**config.mk**
```make
export PLATFORM = sky130hd
export DESIGN_NAME = ripple_cla_seq
export DESIGN_NICKNAME = d
export VERILOG_FILES = /design/src/rtl/ripple_cla_seq_pkg.sv /design/src/rtl/ripple_cla_seq_cla_slice.sv /design/src/rtl/ripple_cla_seq.sv
export SDC_FILE = /design/constraint.sdc
export NUM_CORES = 1
export LEC_CHECK = 0
export CAP_MARGIN = 0
export CORE_MARGIN = 2
export CORE_UTILIZATION = 29
export DETAILED_ROUTE_END_ITERATION = 6
export GPL_TIMING_DRIVEN = 0
export PLACE_DENSITY = 0.55
export SYNTH_ARGS = -nofsm -noshare
export SYNTH_HDL_FRONTEND = slang
export SYNTH_SLANG_ARGS = --single-unit
```
**constraint.sdc**
```tcl
create_clock -name clk -period 7.9 [get_ports clk]
set_clock_uncertainty 0.15 [all_clocks]
set_input_delay 1.975 -clock clk [delete_from_list [all_inputs] [get_ports clk]]
set_output_delay 1.975 -clock clk [all_outputs]
set_load 0.1 [all_outputs]
```
**src/rtl/ripple_cla_seq_pkg.sv**
```systemverilog
// ripple_cla_pkg: shared types and elaboration helpers for ripple_cla_seq.
//   state_t    : FSM state encoding (IDLE, CALC, DONE).
//   nslice()   : number of CLA slices needed to cover WIDTH bits.
//   idx_width(): width of the slice index counter (clog2, at least 1 bit).
package ripple_cla_pkg;

  typedef enum logic [1:0] {
    IDLE = 2'd0,
    CALC = 2'd1,
    DONE = 2'd2
  } state_t;

  function automatic int nslice(input int width, input int slice);
    return width / slice;
  endfunction

  // A single-slice build still needs a 1-bit index so the vector is legal.
  function automatic int idx_width(input int n);
    return (n <= 1) ? 1 : $clog2(n);
  endfunction

endpackage

```
**src/rtl/ripple_cla_seq_cla_slice.sv**
```systemverilog
// cla_slice: purely combinational SLICE-bit carry-lookahead adder.
// Ports:
//   a, b   [SLICE-1:0] : slice operands
//   cin                : carry into bit 0
//   sum    [SLICE-1:0] : slice sum
//   cout               : carry out of the top bit
//   c_msb              : carry into the top bit (signed-overflow detection)
module cla_slice #(
  parameter int SLICE = 4
) (
  input  logic [SLICE-1:0] a,
  input  logic [SLICE-1:0] b,
  input  logic             cin,
  output logic [SLICE-1:0] sum,
  output logic             cout,
  output logic             c_msb
);

  logic [SLICE-1:0] g;
  logic [SLICE-1:0] p;
  logic [SLICE:0]   c;

  assign g = a & b;
  assign p = a ^ b;

  // Each carry is the flat lookahead sum-of-products:
  //   c[i+1] = g[i] | p[i]g[i-1] | ... | p[i..0]cin
  // so no carry depends on another carry inside the slice.
  always_comb begin
    logic acc;
    logic pp;
    c    = '0;
    acc  = 1'b0;
    pp   = 1'b0;
    c[0] = cin;
    for (int i = 0; i < SLICE; i++) begin
      acc = g[i];
      pp  = p[i];
      for (int j = i - 1; j >= 0; j--) begin
        acc = acc | (pp & g[j]);
        pp  = pp & p[j];
      end
      acc      = acc | (pp & cin);
      c[i + 1] = acc;
    end
  end

  assign sum   = p ^ c[SLICE-1:0];
  assign cout  = c[SLICE];
  assign c_msb = c[SLICE-1];

endmodule

```
**src/rtl/ripple_cla_seq.sv**
```systemverilog
// ripple_cla_seq: multi-cycle WIDTH-bit add/subtract. One SLICE-bit CLA slice
// is evaluated per clock; the carry ripples between slices through carry_q.
// Optional macro RIPPLE_CLA_SEQ_ZFLAG_EN adds the 'zero' result flag.
// Ports:
//   clk, rst_n      : clock (rising edge), async active-low reset
//   en              : level request; accepted in IDLE or DONE, dropping it in
//                     CALC aborts the operation
//   sub             : 0 = A+B+c_in, 1 = A-B-c_in (c_in is borrow-in)
//   A, B, c_in      : operands, sampled on accept
//   Output          : result of last completed op
//   c_out, ovf      : raw carry out of MSB / signed overflow of last op
//   ready           : one-cycle pulse (DONE) when results are new
//   busy            : high while in CALC
//   dbg_state       : current FSM state
//   zero            : (macro only) result of last completed op was all zeros
// Handshake: en is a level, not a pulse. An op is accepted on any edge where
// en=1 and the FSM is in IDLE or DONE; results are valid and new exactly in
// the cycle where ready=1, and are held until the next completion.
module ripple_cla_seq
  import ripple_cla_pkg::*;
#(
  parameter int WIDTH = 16,
  parameter int SLICE = 4
) (
  input  logic             clk,
  input  logic             rst_n,
  input  logic             en,
  input  logic             sub,
  input  logic [WIDTH-1:0] A,
  input  logic [WIDTH-1:0] B,
  input  logic             c_in,
  output logic [WIDTH-1:0] Output,
  output logic             c_out,
  output logic             ovf,
  output logic             ready,
  output logic             busy,
`ifdef RIPPLE_CLA_SEQ_ZFLAG_EN
  output logic             zero,
`endif
  output state_t           dbg_state
);

  // WIDTH must be a multiple of SLICE.
  localparam int             NSLICE   = nslice(WIDTH, SLICE);
  localparam int             IW       = idx_width(NSLICE);
  localparam logic [IW-1:0]  LAST_IDX = IW'(NSLICE - 1);

  state_t           state_q, state_d;
  logic [IW-1:0]    idx_q, idx_d;
  logic [WIDTH-1:0] a_q, a_d;
  logic [WIDTH-1:0] bx_q, bx_d;
  logic             carry_q, carry_d;
  logic [WIDTH-1:0] part_q, part_d;
  logic [WIDTH-1:0] out_q, out_d;
  logic             c_out_q, c_out_d;
  logic             ovf_q, ovf_d;
`ifdef RIPPLE_CLA_SEQ_ZFLAG_EN
  logic             zero_q, zero_d;
`endif

  int               base;
  logic [SLICE-1:0] sl_a, sl_b, sl_sum;
  logic             sl_cout, sl_cmsb;

  assign base = int'(idx_q) * SLICE;
  assign sl_a = a_q[base +: SLICE];
  assign sl_b = bx_q[base +: SLICE];

  cla_slice #(.SLICE(SLICE)) u_slice (
    .a    (sl_a),
    .b    (sl_b),
    .cin  (carry_q),
    .sum  (sl_sum),
    .cout (sl_cout),
    .c_msb(sl_cmsb)
  );

  always_comb begin
    state_d = state_q;
    idx_d   = idx_q;
    a_d     = a_q;
    bx_d    = bx_q;
    carry_d = carry_q;
    part_d  = part_q;
    out_d   = out_q;
    c_out_d = c_out_q;
    ovf_d   = ovf_q;
`ifdef RIPPLE_CLA_SEQ_ZFLAG_EN
    zero_d  = zero_q;
`endif
    unique case (state_q)
      IDLE, DONE: begin
        if (en) begin
          // Subtraction is A + ~B + ~borrow, so invert B and the carry-in once here.
          state_d = CALC;
          a_d     = A;
          bx_d    = sub ? ~B : B;
          carry_d = sub ^ c_in;
          idx_d   = '0;
        end else begin
          state_d = IDLE;
        end
      end
      CALC: begin
        if (!en) begin
          // Abort: partial result is dropped, held outputs stay untouched.
          state_d = IDLE;
        end else begin
          part_d[base +: SLICE] = sl_sum;
          carry_d = sl_cout;
          if (idx_q == LAST_IDX) begin
            state_d = DONE;
            out_d   = part_d;
            c_out_d = sl_cout;
            ovf_d   = sl_cmsb ^ sl_cout;
`ifdef RIPPLE_CLA_SEQ_ZFLAG_EN
            zero_d  = (part_d == '0);
`endif
          end else begin
            idx_d = idx_q + 1'b1;
          end
        end
      end
      default: state_d = IDLE;
    endcase
  end

  always_ff @(posedge clk or negedge rst_n) begin
    if (!rst_n) begin
      state_q <= IDLE;
      idx_q   <= '0;
      a_q     <= '0;
      bx_q    <= '0;
      carry_q <= 1'b0;
      part_q  <= '0;
      out_q   <= '0;
      c_out_q <= 1'b0;
      ovf_q   <= 1'b0;
`ifdef RIPPLE_CLA_SEQ_ZFLAG_EN
      zero_q  <= 1'b0;
`endif
    end else begin
      state_q <= state_d;
      idx_q   <= idx_d;
      a_q     <= a_d;
      bx_q    <= bx_d;
      carry_q <= carry_d;
      part_q  <= part_d;
      out_q   <= out_d;
      c_out_q <= c_out_d;
      ovf_q   <= ovf_d;
`ifdef RIPPLE_CLA_SEQ_ZFLAG_EN
      zero_q  <= zero_d;
`endif
    end
  end

  assign Output    = out_q;
  assign c_out     = c_out_q;
  assign ovf       = ovf_q;
  assign ready     = (state_q == DONE);
  assign busy      = (state_q == CALC);
  assign dbg_state = state_q;
`ifdef RIPPLE_CLA_SEQ_ZFLAG_EN
  assign zero      = zero_q;
`endif

endmodule

```
==> metrics.md <==
| Metric | Value |
|---|---|
| Worst EP required | 5780 ps |
| Initial antenna violation count | 0 |
| Status | complete, no violations |
| Highest Signal Layer | met4 |
| Slew headroom | between 30% and 40% |
| Rows | 40 |
| Routed Antenna Nets | 0 |
| Via count | ~2500 |
| Num CTS Buffers | 9 |
| Slew Limit Fails | 0 |
| Largest net degree at the start of global routing | 72 |
| Fin cells | approximately 520 |
| Seq cells post-synth | approximately 70 |
| Routed length on met2 | about 3600 um |
| Metal3 WL | ~360 um |
| Hold path start | bx_q[5] |
| Initial DRC Count | 95 |
| Worst-Margin Slew | 975 ps |
| WL met1 | between 3000 and 4000 um |
| Power Density | about 360 nW/um^2 |
| CTS tree | done |
| Layout cell share with drive strength beyond 1 | approximately 14% |
| Hold Buf Count CTS | 0 |
| Critical R2R Capture | Output[5] |
| Top cells by area, synth | dfrtp_1 (50%), mux4_1 (6.0%), mux2_2 (5.4%) |
| Hold Crit Depth | 2 |
| Via-to-Cell Ratio | about 4.8 |
| Yosys warnings | 0 |
| Tmin final | around 4300 ps |
| GP Congestion | between 0.8 and 0.9 |
| First-pass GRT wire length | approximately 13000 um |
| Worst min path class | flip-flop to flip-flop |
| Hold Path Sink | bx_q[5] |
| PortBufs | 57 |
| Clk buf depth | 2 |
| Core area | about 12000 um^2 |
| Clock Latency Late Sink | 330 ps |
| N_diodes | 0 |
| All-layer global routing usage | about an eighth |
| Max Freq | 233 MHz |
| Netlist cell types | 46 |
| Post-CTS Setup Bufs | 0 |
| Worst-path cell chain | nor2b_1 > clkdlybuf4s50_1 |
| # resized after CTS | 0 |
| Peak supply drop | roughly 0.00016 V |
| Critical path launch point type | flip-flop |
| Final wirelength | 7970 um |
| Endpoints failing setup | 0 |
| Synth Instances | approximately 300 |
| Post-synth top area share | 50.3% |
| I/O pins | 59 |
| Sink Count | about 70 |
| CP max-delay cell | clkdlybuf4s50_1 |
| First drt pass iteration count | 4 |
| Mapped Nets | around 350 |
| Async set or reset register ratio after synthesis | between 90% and 100% |
| Detailed Place HPWL | slightly below 6000 um |
| Number of enable flip-flop cells after synthesis | 0 |
| Synth Flop Type | dfrtp_1 |
| Period utilization | between 50% and 60% |
| Worst stage delay on the critical path | 1160 ps |
| Height of the chip | approximately 110 um |
| Critical Path Sink Type | primary output |
| Lkg Pwr | 1.96 nW |
| Grt ovf | 0 |
| Die area | about 13000 um^2 |
| CP Max Fanout | 8 |
| Setup TNS | 0 ps |
| CP Data Arrival Time | 2160 ps |
| Area grow syn2layout | 30.7% |
| Most frequent cells in the layout | dfrtp_1 (71), clkdlybuf4s50_1 (56), nand2_1 (42), o21ai_0 (30), nor2_1 (20) |
| Die W | 114 um |
| Final #Nets | 419 |
| Number of global-route vias before repair | about 2600 |
| Leading area contributor after synthesis | dfrtp_1 |
| Register area share after synthesis | 50.3% |
| Mean Syn Cell Area | around 12 um^2 |
| Synthesized cell area | about 3500 um^2 |
| Final hold vios | 0 |
| Max-cap violations | 0 |
| R2R depth | 6 |
| Crit Path Class | flip-flop to primary output |
| Root Buffer | clkbuf_16 |
| RSZ-0062 raised after global routing | false |
| Residual DRC | 0 |
| Reg-to-reg critical path startpoint | idx_q[0] |
| Dpl cells | 506 |
| Max H-tree Level | 3 |
| Worst-path clk slew | ~60 ps |
| DR WL/cell | around 15 um |
| R2R setup slack | 4820 ps |
| Most common cell after layout, fill and taps aside | dfrtp_1 |
| Initial core utilization | between 20 and 30% |
## stage by stage
step / power [mW] / util [%] / hold WS (ps) / instance area (um^2) / setup WS, ps
2_1_floorplan: 1.01 / - / 290 / 3530 / 3320
3_3_place_gp: 1.19 / 35.8 / 303 / 4280 / 2270
3_5_place_dp: 1.20 / 35.8 / 309 / 4280 / 3930
4_1_cts: 1.66 / 38.6 / 324 / 4610 / 3580
5_1_grt: 1.73 / 38.6 / 337 / 4610 / 3540
6_report: 1.64 / 38.6 / 319 / 4610 / 3610
## layer usage
| layer | up-vias | track usage, % |
|---|---|---|
| li1 | 1225 | - |
| met1 | 1208 | 17.5 |
| met2 | 58 | 20.6 |
| met3 | 13 | 4.08 |
| met4 | 0 | 4.55 |
| met5 | - | 0 |
## how the worst max path moves through the flow
stage                            start       to  slack (ps)
after floorplan           dbg_state[0]     busy        3320
after global placement           rst_n  bx_q[7]        2270
after detailed placement  dbg_state[0]     busy        3930
after CTS                 dbg_state[0]     busy        3580
after global routing      dbg_state[0]     busy        3540
final                     dbg_state[0]     busy        3610
## flip-flops by register name, summed over array words and instances (netlist names)
register   count
idx_q          2
c_out          1
ovf            1
dbg_state      2
Output        16
part_q        16
bx_q          16
carry_q        1
a_q           16
## cell families (layout without fill, tap and decap cells)
group / Yosys count / after routing / synth area share (%)
muxes: 26 / 26 / 11.7
buffers and inverters: 23 / 96 / 3.62
and+or+nand+nor: 82 / 82 / 11.6
xor gates and xnor gates: 19 / 19 / 5.25
adders and majority gates: 12 / 12 / 4.47
DFF: 71 / 71 / 50.3
AOI/OAI and AO/OA: 69 / 69 / 13.1
## worst max-delay path, delay by kind of cell (launching register included)
kind / cells / cell delay [ps]
buffers and inverters: 1 / 1160
flip-flops: 1 / 460
AND/OR/NAND/NOR: 1 / 210
## final cells by class
cell class              instances  area (um^2)
fillers                      1173         7350
inverters                       8         30.0
repair buffers                 57          568
clock inverters                 4         76.3
flip-flops and latches         71         1780
well taps                     147          184
plain buffers                  15         97.6
multi-input cells             208         1630
clock buffers                  12          256
## cells in the mapped netlist (2+ instances only)
cell / number
a211o_1: 3
a21oi_1: 5
a221oi_1: 8
a22o_1: 9
a32oi_1: 4
and2_1: 2
buf_2: 6
clkbuf_1: 5
clkbuf_8: 2
dfrtp_1: 71
ha_1: 11
inv_1: 7
mux2_2: 17
mux4_1: 8
nand2_1: 42
nor2_1: 20
nor2b_1: 3
nor3b_1: 4
o21ai_0: 30
o31ai_1: 3
xnor2_1: 17
## report_power, final
group	switching [mW]	internal [mW]
logic	0.470	0.228
clock network	0.153	0.295
registers	0.0472	0.446
total	0.670	0.969
No activity file was read; power rests on OpenSTA's default activity.
